**src/rtl/if_fetch_ctrl.sv**
```systemverilog
// if_fetch_ctrl: instruction-fetch FSM between the PC register, the instruction bus and ID.
// Keeps one bus request in flight and buffers a single instruction while ID stalls.
module if_fetch_ctrl (
    input  logic        clk,
    input  logic        rst,
    input  logic        ce_i,
    input  logic [31:0] pc_i,
    input  logic        flush_i,
    input  logic        id_stall_i,
    output logic        inst_req,
    output logic [31:0] inst_addr,
    input  logic        inst_addr_ok,
    input  logic        inst_data_ok,
    input  logic [31:0] inst_rdata,
    output logic        pc_stall_o,
    output logic        inst_valid_o,
    output logic [31:0] inst_o,
    output logic [31:0] inst_pc_o
);
    typedef enum logic [2:0] {IDLE, REQ, WAIT, HOLD, DISCARD} state_t;
    state_t      state_q, state_d;
    logic [31:0] fetch_pc_q, fetch_pc_d;
    logic [31:0] hold_inst_q, hold_inst_d, hold_pc_q, hold_pc_d;
    logic [31:0] inst_q, inst_d, inst_pc_q, inst_pc_d;
    logic        valid_q, deliver;

    assign inst_addr    = pc_i;
    assign pc_stall_o   = !deliver;
    assign inst_valid_o = valid_q;
    assign inst_o       = inst_q;
    assign inst_pc_o    = inst_pc_q;

    always_comb begin
        state_d     = state_q;
        fetch_pc_d  = fetch_pc_q;
        hold_inst_d = hold_inst_q;
        hold_pc_d   = hold_pc_q;
        inst_d      = inst_q;
        inst_pc_d   = inst_pc_q;
        deliver     = 1'b0;
        inst_req    = 1'b0;
        case (state_q)
            IDLE: state_d = ce_i ? REQ : IDLE;
            REQ: begin
                inst_req = !flush_i;
                // An accepted request must be tracked even if ce_i drops the same cycle
                if (inst_addr_ok && !flush_i) begin
                    state_d    = WAIT;
                    fetch_pc_d = pc_i;
                end else if (!ce_i) begin
                    state_d = IDLE;
                end
            end
            WAIT: begin
                if (inst_data_ok && flush_i) begin
                    state_d = REQ;
                end else if (inst_data_ok && id_stall_i) begin
                    state_d     = HOLD;
                    hold_inst_d = inst_rdata;
                    hold_pc_d   = fetch_pc_q;
                end else if (inst_data_ok) begin
                    state_d   = REQ;
                    deliver   = 1'b1;
                    inst_d    = inst_rdata;
                    inst_pc_d = fetch_pc_q;
                end else if (flush_i) begin
                    state_d = DISCARD;
                end
            end
            HOLD: begin
                if (flush_i) begin
                    state_d = REQ;
                end else if (!id_stall_i) begin
                    state_d   = REQ;
                    deliver   = 1'b1;
                    inst_d    = hold_inst_q;
                    inst_pc_d = hold_pc_q;
                end
            end
            DISCARD: state_d = inst_data_ok ? REQ : DISCARD;
            default: state_d = IDLE;
        endcase
        if (rst) begin
            inst_req = 1'b0;
            deliver  = 1'b0;
        end
    end

    always_ff @(posedge clk) begin
        if (rst) begin
            state_q     <= IDLE;
            fetch_pc_q  <= '0;
            hold_inst_q <= '0;
            hold_pc_q   <= '0;
            inst_q      <= '0;
            inst_pc_q   <= '0;
            valid_q     <= 1'b0;
        end else begin
            state_q     <= state_d;
            fetch_pc_q  <= fetch_pc_d;
            hold_inst_q <= hold_inst_d;
            hold_pc_q   <= hold_pc_d;
            inst_q      <= inst_d;
            inst_pc_q   <= inst_pc_d;
            valid_q     <= deliver;
        end
    end
endmodule

```
**config.mk**
```make
export PLATFORM = sky130hd
export DESIGN_NAME = if_fetch_ctrl
export DESIGN_NICKNAME = d
export VERILOG_FILES = /design/src/rtl/if_fetch_ctrl.sv
export SDC_FILE = /design/constraint.sdc
export NUM_CORES = 1
export LEC_CHECK = 0
export ABC_CLOCK_PERIOD_IN_PS = 2750
export BUFFER_PORTS_ARGS = -buffer_cell sky130_fd_sc_hd__buf_2
export CAP_MARGIN = 15
export CORE_UTILIZATION = 40
export DETAILED_ROUTE_END_ITERATION = 8
export GPL_ROUTABILITY_DRIVEN = 0
export GPL_TIMING_DRIVEN = 0
export SYNTH_ARGS = -nofsm -noshare
export SYNTH_HDL_FRONTEND = slang
export SYNTH_SLANG_ARGS = --single-unit
```
**constraint.sdc**
```tcl
create_clock -name clk -period 2.75 [get_ports clk]
set_input_delay 0.1375 -clock clk [delete_from_list [all_inputs] [get_ports clk]]
set_output_delay 0.1375 -clock clk [all_outputs]
set_load 0.01 [all_outputs]
```
# Word level (Yosys, flattened, before mapping)
# Index checks and enable logic that the tools add are counted.
[totals] output_inout_bits=99 in_bits=71 register_bits=164 elab_cells=63
[classes] muxes=32 bitwise_logic=1 n_reduce_logical=11 n_eq_ne=12
[op_table] cell="$mux W32" count=10
[op_table] cell="$pmux W32 S2" count=2
[op_table] cell="$mux W3" count=9
[op_table] cell="$pmux W3 S5" count=1
[op_table] cell="$ne A2 B2 Y1 const B" count=5
[op_table] cell="$mux W1" count=9
[op_table] cell="$eq A3 B2 Y1 const B" count=2
[op_table] cell="$ne A3 B3 Y1 const B" count=2
[op_table] cell="$reduce_and A3 Y1" count=2
[op_table] cell="$reduce_and A6 Y1" count=1
[op_table] cell="$ne A5 B5 Y1 const B" count=1
[op_table] cell="$eq A3 B1 Y1 const B" count=1
[op_table] cell="$eq A3 B3 Y1 const B" count=1
[op_table] cell="$logic_and A1 B1 Y1" count=3
[op_table] cell="$logic_not A3 Y1" count=1
[op_table] cell="$logic_not A1 Y1" count=2
[op_table] cell="$pmux W1 S2" count=1
[op_table] cell="$reduce_and A2 Y1" count=1
[op_table] cell="$reduce_bool A2 Y1" count=1
[op_table] cell="$not A1 Y1" count=1

# Logic depth before layout (Yosys ltp)
# Gate-level depths: netlist of run 1.
[logic_depth] depth_word=6 ltp_mapped=6 depth_no_buf=3

# Least setup slack after synthesis of run 1
# Ideal clock, no wire load.
[synth_path] path_kind="reg-to-output" from="register state_q[2]" to="output inst_req" t_required_ps=2612 path_buffers=3 stages_incl_launch_ff=6 setup_slack_ps=1275 arrival_ps=1337 path_cell_list="dfxtp_1 -> buf_6 -> or3b_1 -> buf_2 -> buf_4 -> nor3_1"
[synth_between] elab_chain_cells=3
[synth_lines] element="start: declaration" line="21" source="state_t state_q, state_d;"
[synth_lines] element="start signal: assignment" line="99" source="state_q <= state_d;"
[synth_lines] element="$eq A3 B1 Y1" line="42" source="case (state_q)"
[synth_lines] element="$mux W1" line="42"
[synth_lines] element="$mux W1" line="83" source="if (rst) begin"
[synth_lines] element="end: declaration" line="10" source="output logic inst_req,"
# No other way between the ends.

# Worst setup path in the final report of run 1
# Same ends and word-level chain as after synthesis.

==> results of run 1 <==
==> layout make-up <==
cell class / count / share of cell area [%]
clock inverters: 8 / 1.03
plain buffers: 130 / 8.33
repair buffers: 231 / 15.2
diodes: 2 / 0.0516
clock buffers: 23 / 4.93
well taps: 229 / 2.95
flip-flops and latches: 164 / 33.8
multi-input cells: 574 / 33.7
==> report_power, final <==
part	leakage, nW	total (W)	switching [W]	internal, W
Clock	0.283	0.00236	0.000955	0.00141
Sequential	1.32	0.00241	0.0000128	0.00239
Combinational	2.06	0.000510	0.000295	0.000215
Total	3.67	0.00528	0.00126	0.00402
==> stage by stage <==
| stage | setup slack [ns] | std cells | hold slack (ns) |
|---|---|---|---|
| floorplan | 1.28 | 868 | 0.285 |
| global placement | 0.981 | 1265 | 0.406 |
| detailed placement | 0.980 | 1265 | 0.412 |
| CTS | 0.524 | 1359 | 0.00752 |
| global route | 0.437 | 1361 | 0.0259 |
| finish | 0.523 | 1361 | 0.0292 |
==> synth_stat cells (all sizes together) <==
library cell  instances  area, µm²
nor2                  1       3.75
buf                  98        688
nand3b                2       15.0
a32oi                 1       8.76
o21a                  1       7.51
nor3                  2       10.0
clkbuf               32        120
or3b                  2       20.0
or2                   1       6.26
nand2b                2       12.5
a311oi               64        798
nand3                96        480
nor2b                 5       31.3
nand2               129        484
a21oi               163        816
o21ai                96        480
nor3b                 2       25.0
and2                  1       8.76
and3b                 2       17.5
nor4b                 1       8.76
o21ba                 1       10.0
a31oi                 2       27.5
dfxtp               164       3280
==> cell families after synthesis <==
group / share of synthesized area [%]
compound gates: 29.2
buf+inv: 11.0
flops: 44.6
simple gates: 15.3
==> how the worst max path moves through the flow <==
stage | start | to | cells past startpoint
2_1_floorplan | state_q[2] | inst_req | 5
3_3_place_gp | state_q[2] | inst_req | 6
3_5_place_dp | state_q[2] | inst_req | 6
4_1_cts | state_q[2] | inst_req | 6
5_1_grt | state_q[2] | inst_req | 6
6_report | state_q[2] | inst_req | 6
==> registers in the layout, indices dropped and copies added, names as in the netlist <==
signal / cells
inst_pc_o: 32
hold_pc_q: 32
inst_valid_o: 1
hold_inst_q: 32
fetch_pc_q: 32
inst_o: 32
state_q: 3
==> layer usage <==
layer	GRT usage (%)	up-vias	share of wire, %
met5	0	-	0
met4	6.90	0	1.2
met3	3.75	18	5.1
met2	39.3	237	47
met1	32.1	3381	47
li1	-	3582	-
==> worst min-delay path: stages <==
cell and delay (ns):
sky130_fd_sc_hd__buf_2 0.12, sky130_fd_sc_hd__nand3_1 0.07, sky130_fd_sc_hd__a21oi_1 0.06
==> placed cells by master, fill, tap and decap left out, types with 17 or more instances in the layout <==
| cell | instances |
|---|---|
| sky130_fd_sc_hd__dfxtp_1 | 164 |
| sky130_fd_sc_hd__nand3_1 | 96 |
| sky130_fd_sc_hd__a311oi_1 | 26 |
| sky130_fd_sc_hd__a21oi_1 | 163 |
| sky130_fd_sc_hd__clkbuf_1 | 35 |
| sky130_fd_sc_hd__buf_2 | 205 |
| sky130_fd_sc_hd__dlygate4sd3_1 | 63 |
| sky130_fd_sc_hd__a311oi_2 | 38 |
| sky130_fd_sc_hd__clkbuf_16 | 17 |
| sky130_fd_sc_hd__buf_4 | 49 |
| sky130_fd_sc_hd__nand2_1 | 129 |
| sky130_fd_sc_hd__o21ai_0 | 84 |
==> what timing repair did <==
action,4_1_cts,5_1_grt
hold endpoints to repair,64,0
hold buffers,63,0
setup endpoints to repair,0,0
buffers inserted,0,0
==> flow_summary_export.csv, run 1 <==
group,metric,value,unit
synthesis,postSynthNetCount,939,
synthesis,synth.ff_latch_count,164,
worst_setup_path,worst_path_largest_cell_delay,0.36,ns
routing,detail_route.wirelength,22.4,mm
timing,relSlewSlack,47.9,%
power_and_ir_drop,cellPowerDensity,544,nW/µm²
worst_setup_path,worstPathCellList,"buf_6 -> or3b_1 -> buf_2 -> buf_4 -> nor3_1 -> buf_2",
place,detailed_place_hpwl,15.0,mm
min_path,min_to,"fetch_pc_q[27]",
timing,final_period_minus_worst_setup_slack,2.23,ns
routing,detailroute.via_count,7218,
die,row_count,49,
die,initial_core_util,40.9,%
worst_setup_path,crit_path_max_fanout,10,
outcome,outcome,"finished, final reports clean",
min_path,hold_path_depth,3,
worst_setup_path,timing.critical_path.slowest_stage_cell,"sky130_fd_sc_hd__or3b_1",
synthesis,yosys_warnings,0,
global_route,number_of_antenna_violations_at_the_first_check_in_global_routing,2,
timing,grt_setup_unrepaired,"no",
routing,antenna_violating_nets_post_route,0,
worst_setup_path,critical_path.reg2reg.startpoint,"state_q[0]",
global_route,grt-ovfl-total,0,
timing,timing_max_transition_violations_final,0,
clocking,cts_htree_levels,4,
die,ioPinCount,170,
die,floorplan.die.width,138,µm
synthesis,synthesis.area_per_instance,8.48,µm²
routing,detail_route.vias_per_cell,5.30,
worst_setup_path,minimum_setup_slack_among_reg_to_reg_paths,1.05,ns
worst_setup_path,worstReg2RegEnd,"fetch_pc_q[29]",
clocking,clock_pin_slew_reported_for_the_worst_setup_and_hold_paths_after_clock_tree_synthesis,0.06,ns
place,dpl_cell_area,8490,µm²
timing,final.setup.tns,0,ns
min_path,hold_path.class,"in2reg",
die,die_area,19000,µm²
finish,final_nets,1189,
global_route,grt_first_pass_wirelength,34.9,mm
worst_setup_path,worstPathBufferInverterCount,4,
worst_setup_path,worstPathArrival,2.09,ns
worst_setup_path,worst_setup_path_end_kind,"output port",
timing,worst_slew_pin_slew,0.781,ns
routing,detail_route.drc_violations,0,
timing,timing.final.hold_violations,0,
power_and_ir_drop,irDropWorstVdd,0.464,mV
clocking,clock_latency,0.42,ns
power_and_ir_drop,p_leak,3.67,nW
worst_setup_path,timing.critical_path.mode_cell,"sky130_fd_sc_hd__buf_2",
timing,fin_skew,0.00664,ns
job,cap_viol_max_count,0,
worst_setup_path,crit_required,2.61,ns
global_route,number_of_global_route_vias_before_repair,6667,
routing,wl_per_cell,16.5,µm
clocking,cts.path.max_buffers,2,
routing,detail_route.iter0.violations,462,
clocking,cts_inserted_buffers,17,
clocking,postCtsResizedCells,0,
finish,multi_input_comb_area,3270,µm²
synthesis,netlist_area,7360,µm²
min_path,hold_start,"pc_i[27]",
synthesis,syn-instance-count,868,
finish,final.fill_count,1781,
worst_setup_path,r2r.worst_path.cells,5,
clocking,tritoncts_clock_tree,"done",
worst_setup_path,setup.worst_path.start_class,"flop",
timing,final_min_period_over_clock_period,81.0,%
timing,final-setup-viol-count,0,
synthesis,sequential_area_share_after_synthesis,44.6,%
finish,area.sequential,3280,µm²
global_route,track_usage,23.9,%
synthesis,unique_cell_type_count_in_the_yosys_netlist,29,
finish,utilization,53.8,%
die,design.core.area,18000,µm²
clocking,cts_root_buffer,"sky130_fd_sc_hd__clkbuf_16",
routing,first_pass_iters,5,
global_route,pin_count_of_the_biggest_net_entering_global_routing,17,
finish,area.growth.synth_to_final,31.8,%
worst_setup_path,critPathTopFamily,"buffers and inverters",
worst_setup_path,timing_worst_setup_path_type,"reg2out",
power_and_ir_drop,design_power_total,0.00528,W
place,io_buffers,168,
die,die_height,138,µm
clocking,clkSinkCount,164,
finish,finalInstanceArea,9700,µm²
finish,drive_above_1_share,29.9,%
timing,fmax,0.449,GHz
No activity file was read; power rests on OpenSTA's default activity.
==> run 2, diff against run 1 <==
--- a/config.mk
+++ b/config.mk
@@ -5,13 +5,15 @@
 export SDC_FILE = /design/constraint.sdc
 export NUM_CORES = 1
 export LEC_CHECK = 0
-export ABC_CLOCK_PERIOD_IN_PS = 2750
+export ABC_AREA = 1
+export ABC_CLOCK_PERIOD_IN_PS = 1900
 export BUFFER_PORTS_ARGS = -buffer_cell sky130_fd_sc_hd__buf_2
 export CAP_MARGIN = 15
 export CORE_UTILIZATION = 40
 export DETAILED_ROUTE_END_ITERATION = 8
 export GPL_ROUTABILITY_DRIVEN = 0
 export GPL_TIMING_DRIVEN = 0
+export PLACE_DENSITY = 0.65
 export SYNTH_ARGS = -nofsm -noshare
 export SYNTH_HDL_FRONTEND = slang
 export SYNTH_SLANG_ARGS = --single-unit
==> constraint.sdc (replaced) <==
create_clock -name clk -period 1.9 [get_ports clk]
set_input_delay 0.095 -clock clk [delete_from_list [all_inputs] [get_ports clk]]
set_output_delay 0.095 -clock clk [all_outputs]
set_load 0.01 [all_outputs]
==> run 2 against run 1 <==
Hold slack lost 0.0048 ns; die area shrank 5.7%; setup slack worse by 0.34 ns; synthesized cell count increased by 13%; clock-buffer cell count is 5 lower; design area fell by 4.4%; flip-flop and latch count unchanged; critical endpoint is now pc_stall_o; largest power group unchanged.
==> flow_summary_export.csv, run 2 <==
group,metric,value,unit
finish,drive_above_1_share,23.2,%
routing,detail_route.drc_violations,0,
min_path,hold_start,"ce_i",
synthesis,post_synth_mux_area_share,0,%
clocking,cts_inserted_buffers,17,
power_and_ir_drop,cellPowerDensity,800,nW/µm²
power_and_ir_drop,p_leak,4.64,nW
timing,worst_slew_pin_slew,0.480,ns
die,initial_core_util,41.4,%
timing,final_min_period_over_clock_period,90.1,%
die,die_height,134,µm
routing,detailroute.via_count,6728,
synthesis,synth_async_sr_flop_share,0,%
timing,final_period_minus_worst_setup_slack,1.71,ns
power_and_ir_drop,p_clk_share,44.6,%
clocking,clkSinkCount,164,
finish,n_antenna_cell,0,
timing,timing.hold.ws,0.0244,ns
place,detailed_place_hpwl,12.2,mm
timing,timing_max_transition_violations_final,0,
power_and_ir_drop,internal_power,0.00564,W
worst_setup_path,timing_worst_setup_path_type,"reg2out",
die,design.core.area,16800,µm²
routing,detail_route.iter0.violations,378,
timing,grt_setup_unrepaired,"no",
finish,most-common-layout-cells,"328 x sky130_fd_sc_hd__nor2_1, 205 x sky130_fd_sc_hd__nand2_1, 179 x sky130_fd_sc_hd__buf_2",
timing,relSlewSlack,68.0,%
global_route,track_usage,21.6,%
power_and_ir_drop,net_switching_power,0.00179,W
worst_setup_path,worst_setup_path_end_kind,"output port",
synthesis,synth.ff_latch_count,164,
routing,first_pass_iters,5,
synthesis,postSynthNetCount,1055,
outcome,outcome,"finished, final reports clean",
power_and_ir_drop,design_power_total,0.00742,W
worst_setup_path,r2r.worst_path.cells,7,
timing,timing.final.hold_violations,0,
synthesis,synth.top_cell.area_share,47.3,%
place,place_ws,0.216,ns
clocking,clock_pin_slew_reported_for_the_worst_setup_and_hold_paths_after_clock_tree_synthesis,0.06,ns
routing,antenna_violating_nets_post_route,0,
worst_setup_path,critical_path.reg2reg.startpoint,"state_q[1]",
timing,final-setup-viol-count,0,
synthesis,ys_top_cells_by_count,"328 x sky130_fd_sc_hd__nor2_1, 205 x sky130_fd_sc_hd__nand2_1, 164 x sky130_fd_sc_hd__dfxtp_1",
worst_setup_path,worstReg2RegEnd,"fetch_pc_q[22]",
die,ioPinCount,170,
finish,final_nets,1307,
timing,final.setup.tns,0,ns
synthesis,yosys_warnings,0,
global_route,number_of_antenna_violations_at_the_first_check_in_global_routing,0,
synthesis,synth_fa_ha_area_share,0,%
routing,detail_route.wirelength,18.6,mm
min_path,hold_path_depth,4,
synthesis,synth_xor_area_share,0,%
power_and_ir_drop,comb_power_share,8.0,%
clocking,cts_root_buffer,"sky130_fd_sc_hd__clkbuf_16",
finish,area.sequential,3280,µm²
clocking,clock_latency,0.43,ns
worst_setup_path,crit_required,1.80,ns
die,die_area,17900,µm²
finish,final.fill_count,1661,
synthesis,synthesis.area_per_instance,7.05,µm²
place,io_buffers,169,
worst_setup_path,setup.worst_path.start_class,"flop",
synthesis,synthesized_area_fraction_occupied_by_ao_oa_aoi_and_oai_cells,11.7,%
finish,most_common_cell_after_layout_fill_and_taps_aside,"sky130_fd_sc_hd__nor2_1",
routing,highest_layer,"met4",
power_and_ir_drop,p_seq_share,47.4,%
worst_setup_path,crit_path_max_fanout,12,
routing,detail_route.wirelength.met1,8.84,mm
worst_setup_path,minimum_setup_slack_among_reg_to_reg_paths,0.26,ns
die,row_count,47,
clocking,cts.path.max_buffers,2,
synthesis,post-synth-top-area-cell,"sky130_fd_sc_hd__dfxtp_1",
clocking,tritoncts_clock_tree,"done",
power_and_ir_drop,switching_share,24.1,%
finish,multi_input_comb_area,2930,µm²
synthesis,netlist_area,6940,µm²
die,floorplan.die.width,134,µm
global_route,grt-ovfl-total,0,
worst_setup_path,worstPathArrival,1.62,ns
synthesis,synth.most_common_cell,"sky130_fd_sc_hd__nor2_1",
global_route,grt_first_pass_wirelength,30.8,mm
power_and_ir_drop,irDropWorstVdd,0.613,mV
synthesis,sequential_area_share_after_synthesis,47.3,%
synthesis,postSynth.topFlopCell,"sky130_fd_sc_hd__dfxtp_1",
clocking,cts_htree_levels,4,
timing,fmax,0.584,GHz
global_route,pin_count_of_the_biggest_net_entering_global_routing,17,
routing,wl_per_cell,12.7,µm
job,cap_viol_max_count,0,
synthesis,area_fraction_in_and_or_nand_and_nor_cells_after_synthesis,30.4,%
synthesis,syn-instance-count,984,
min_path,min_to,"state_q[2]",
place,dpl_cell_area,8060,µm²
global_route,number_of_global_route_vias_before_repair,6311,
routing,detail_route.vias_per_cell,4.58,
finish,area.growth.synth_to_final,33.7,%
synthesis,number_of_enable_type_register_cells_in_the_synthesized_netlist,0,
routing,met2RoutedLength,8.81,mm
timing,layout_setup_ws,0.187,ns
finish,finalInstanceArea,9280,µm²
synthesis,unique_cell_type_count_in_the_yosys_netlist,23,
timing,fin_skew,0.00736,ns
min_path,hold_path.class,"in2reg",
routing,met3_length,688,µm
synthesis,synth_top_family_by_area,"simple AND/OR/NAND/NOR gates",
synthesis,netlist_top_cells_area,"sky130_fd_sc_hd__dfxtp_1 47%, sky130_fd_sc_hd__nor2_1 18%, sky130_fd_sc_hd__nand2_1 11%",
## run 2: cell types whose count changed in the layout (fill, tap and decap cells not counted), sizes merged, moves of 64 or more
cell | before | now
nor2 | 1 | 331
nand2 | 129 | 208
o21ai | 96 | 160
a311oi | 64 | 0
nand3 | 96 | 8
a21oi | 163 | 1
## run 2: per-layer routing
layer  vias to the layer above  global-route usage [%]
met5                         -                       0
met4                         0                    7.51
met3                        22                    3.92
met2                       138                    35.6
met1                      3010                    28.4
li1                       3558                       -
## run 2: what timing repair did
action	in CTS	in global routing
setup buffers	0	0
hold buffers	64	1
hold endpoints to repair	77	1
endpoints found under the setup margin	0	1
gates resized for setup	0	3
## run 2: worst max path at each step
stage / end / cells after the start / slack [ns] / startpoint
after floorplan: hold_inst_q[15] / 8 / 0.64 / state_q[2]
after global placement: fetch_pc_q[22] / 6 / 0.21 / state_q[0]
after detailed placement: fetch_pc_q[22] / 6 / 0.22 / state_q[0]
after CTS: pc_stall_o / 7 / 0.0004 / state_q[0]
after global routing: pc_stall_o / 7 / 0.07 / state_q[2]
final: pc_stall_o / 7 / 0.19 / state_q[2]
## run 2: power by group through the flow
| stage | Sequential (W) | Clock (W) | Combinational, W |
|---|---|---|---|
| after global placement | 0.00359 | 0 | 0.000486 |
| final | 0.00352 | 0.00331 | 0.000597 |
| after global routing | 0.00352 | 0.00352 | 0.000667 |
| after floorplan | 0.00359 | 0 | 0.000286 |
| after CTS | 0.00352 | 0.00337 | 0.000593 |
| after detailed placement | 0.00359 | 0 | 0.000489 |
## run 2: through the flow
step	utilization, %	std cells
floorplan	-	984
global placement	48.1	1373
detailed placement	48.1	1373
CTS	55.3	1469
global route	55.4	1469
finish	55.4	1469
## run 2: area by class of cell
cell class,instances,share of cell area (%)
Multi-Input combinational cell,711,31.6
Inverter,14,0.566
Clock inverter,14,1.38
Clock buffer,18,4.73
Buffer,94,7.26
Timing Repair Buffer,234,16.1
Tap cell,220,2.97
Sequential cell,164,35.4
## run 2: worst max-delay path: stages (launching register included)
cell and delay (ns):
sky130_fd_sc_hd__dfxtp_1 0.34, sky130_fd_sc_hd__inv_2 0.11, sky130_fd_sc_hd__nand2_4 0.08, sky130_fd_sc_hd__nor2_2 0.14
sky130_fd_sc_hd__nand2_1 0.11, sky130_fd_sc_hd__nand2_4 0.16, sky130_fd_sc_hd__nand2_1 0.10, sky130_fd_sc_hd__buf_2 0.15
## run 2: cells by family (layout without fill, tap and decap cells)
kind of cell	Yosys count	in the layout
AO/OA/AOI/OAI	162	162
buffers and inverters	109	374
flip-flops	164	164
AND/OR/NAND/NOR	549	549
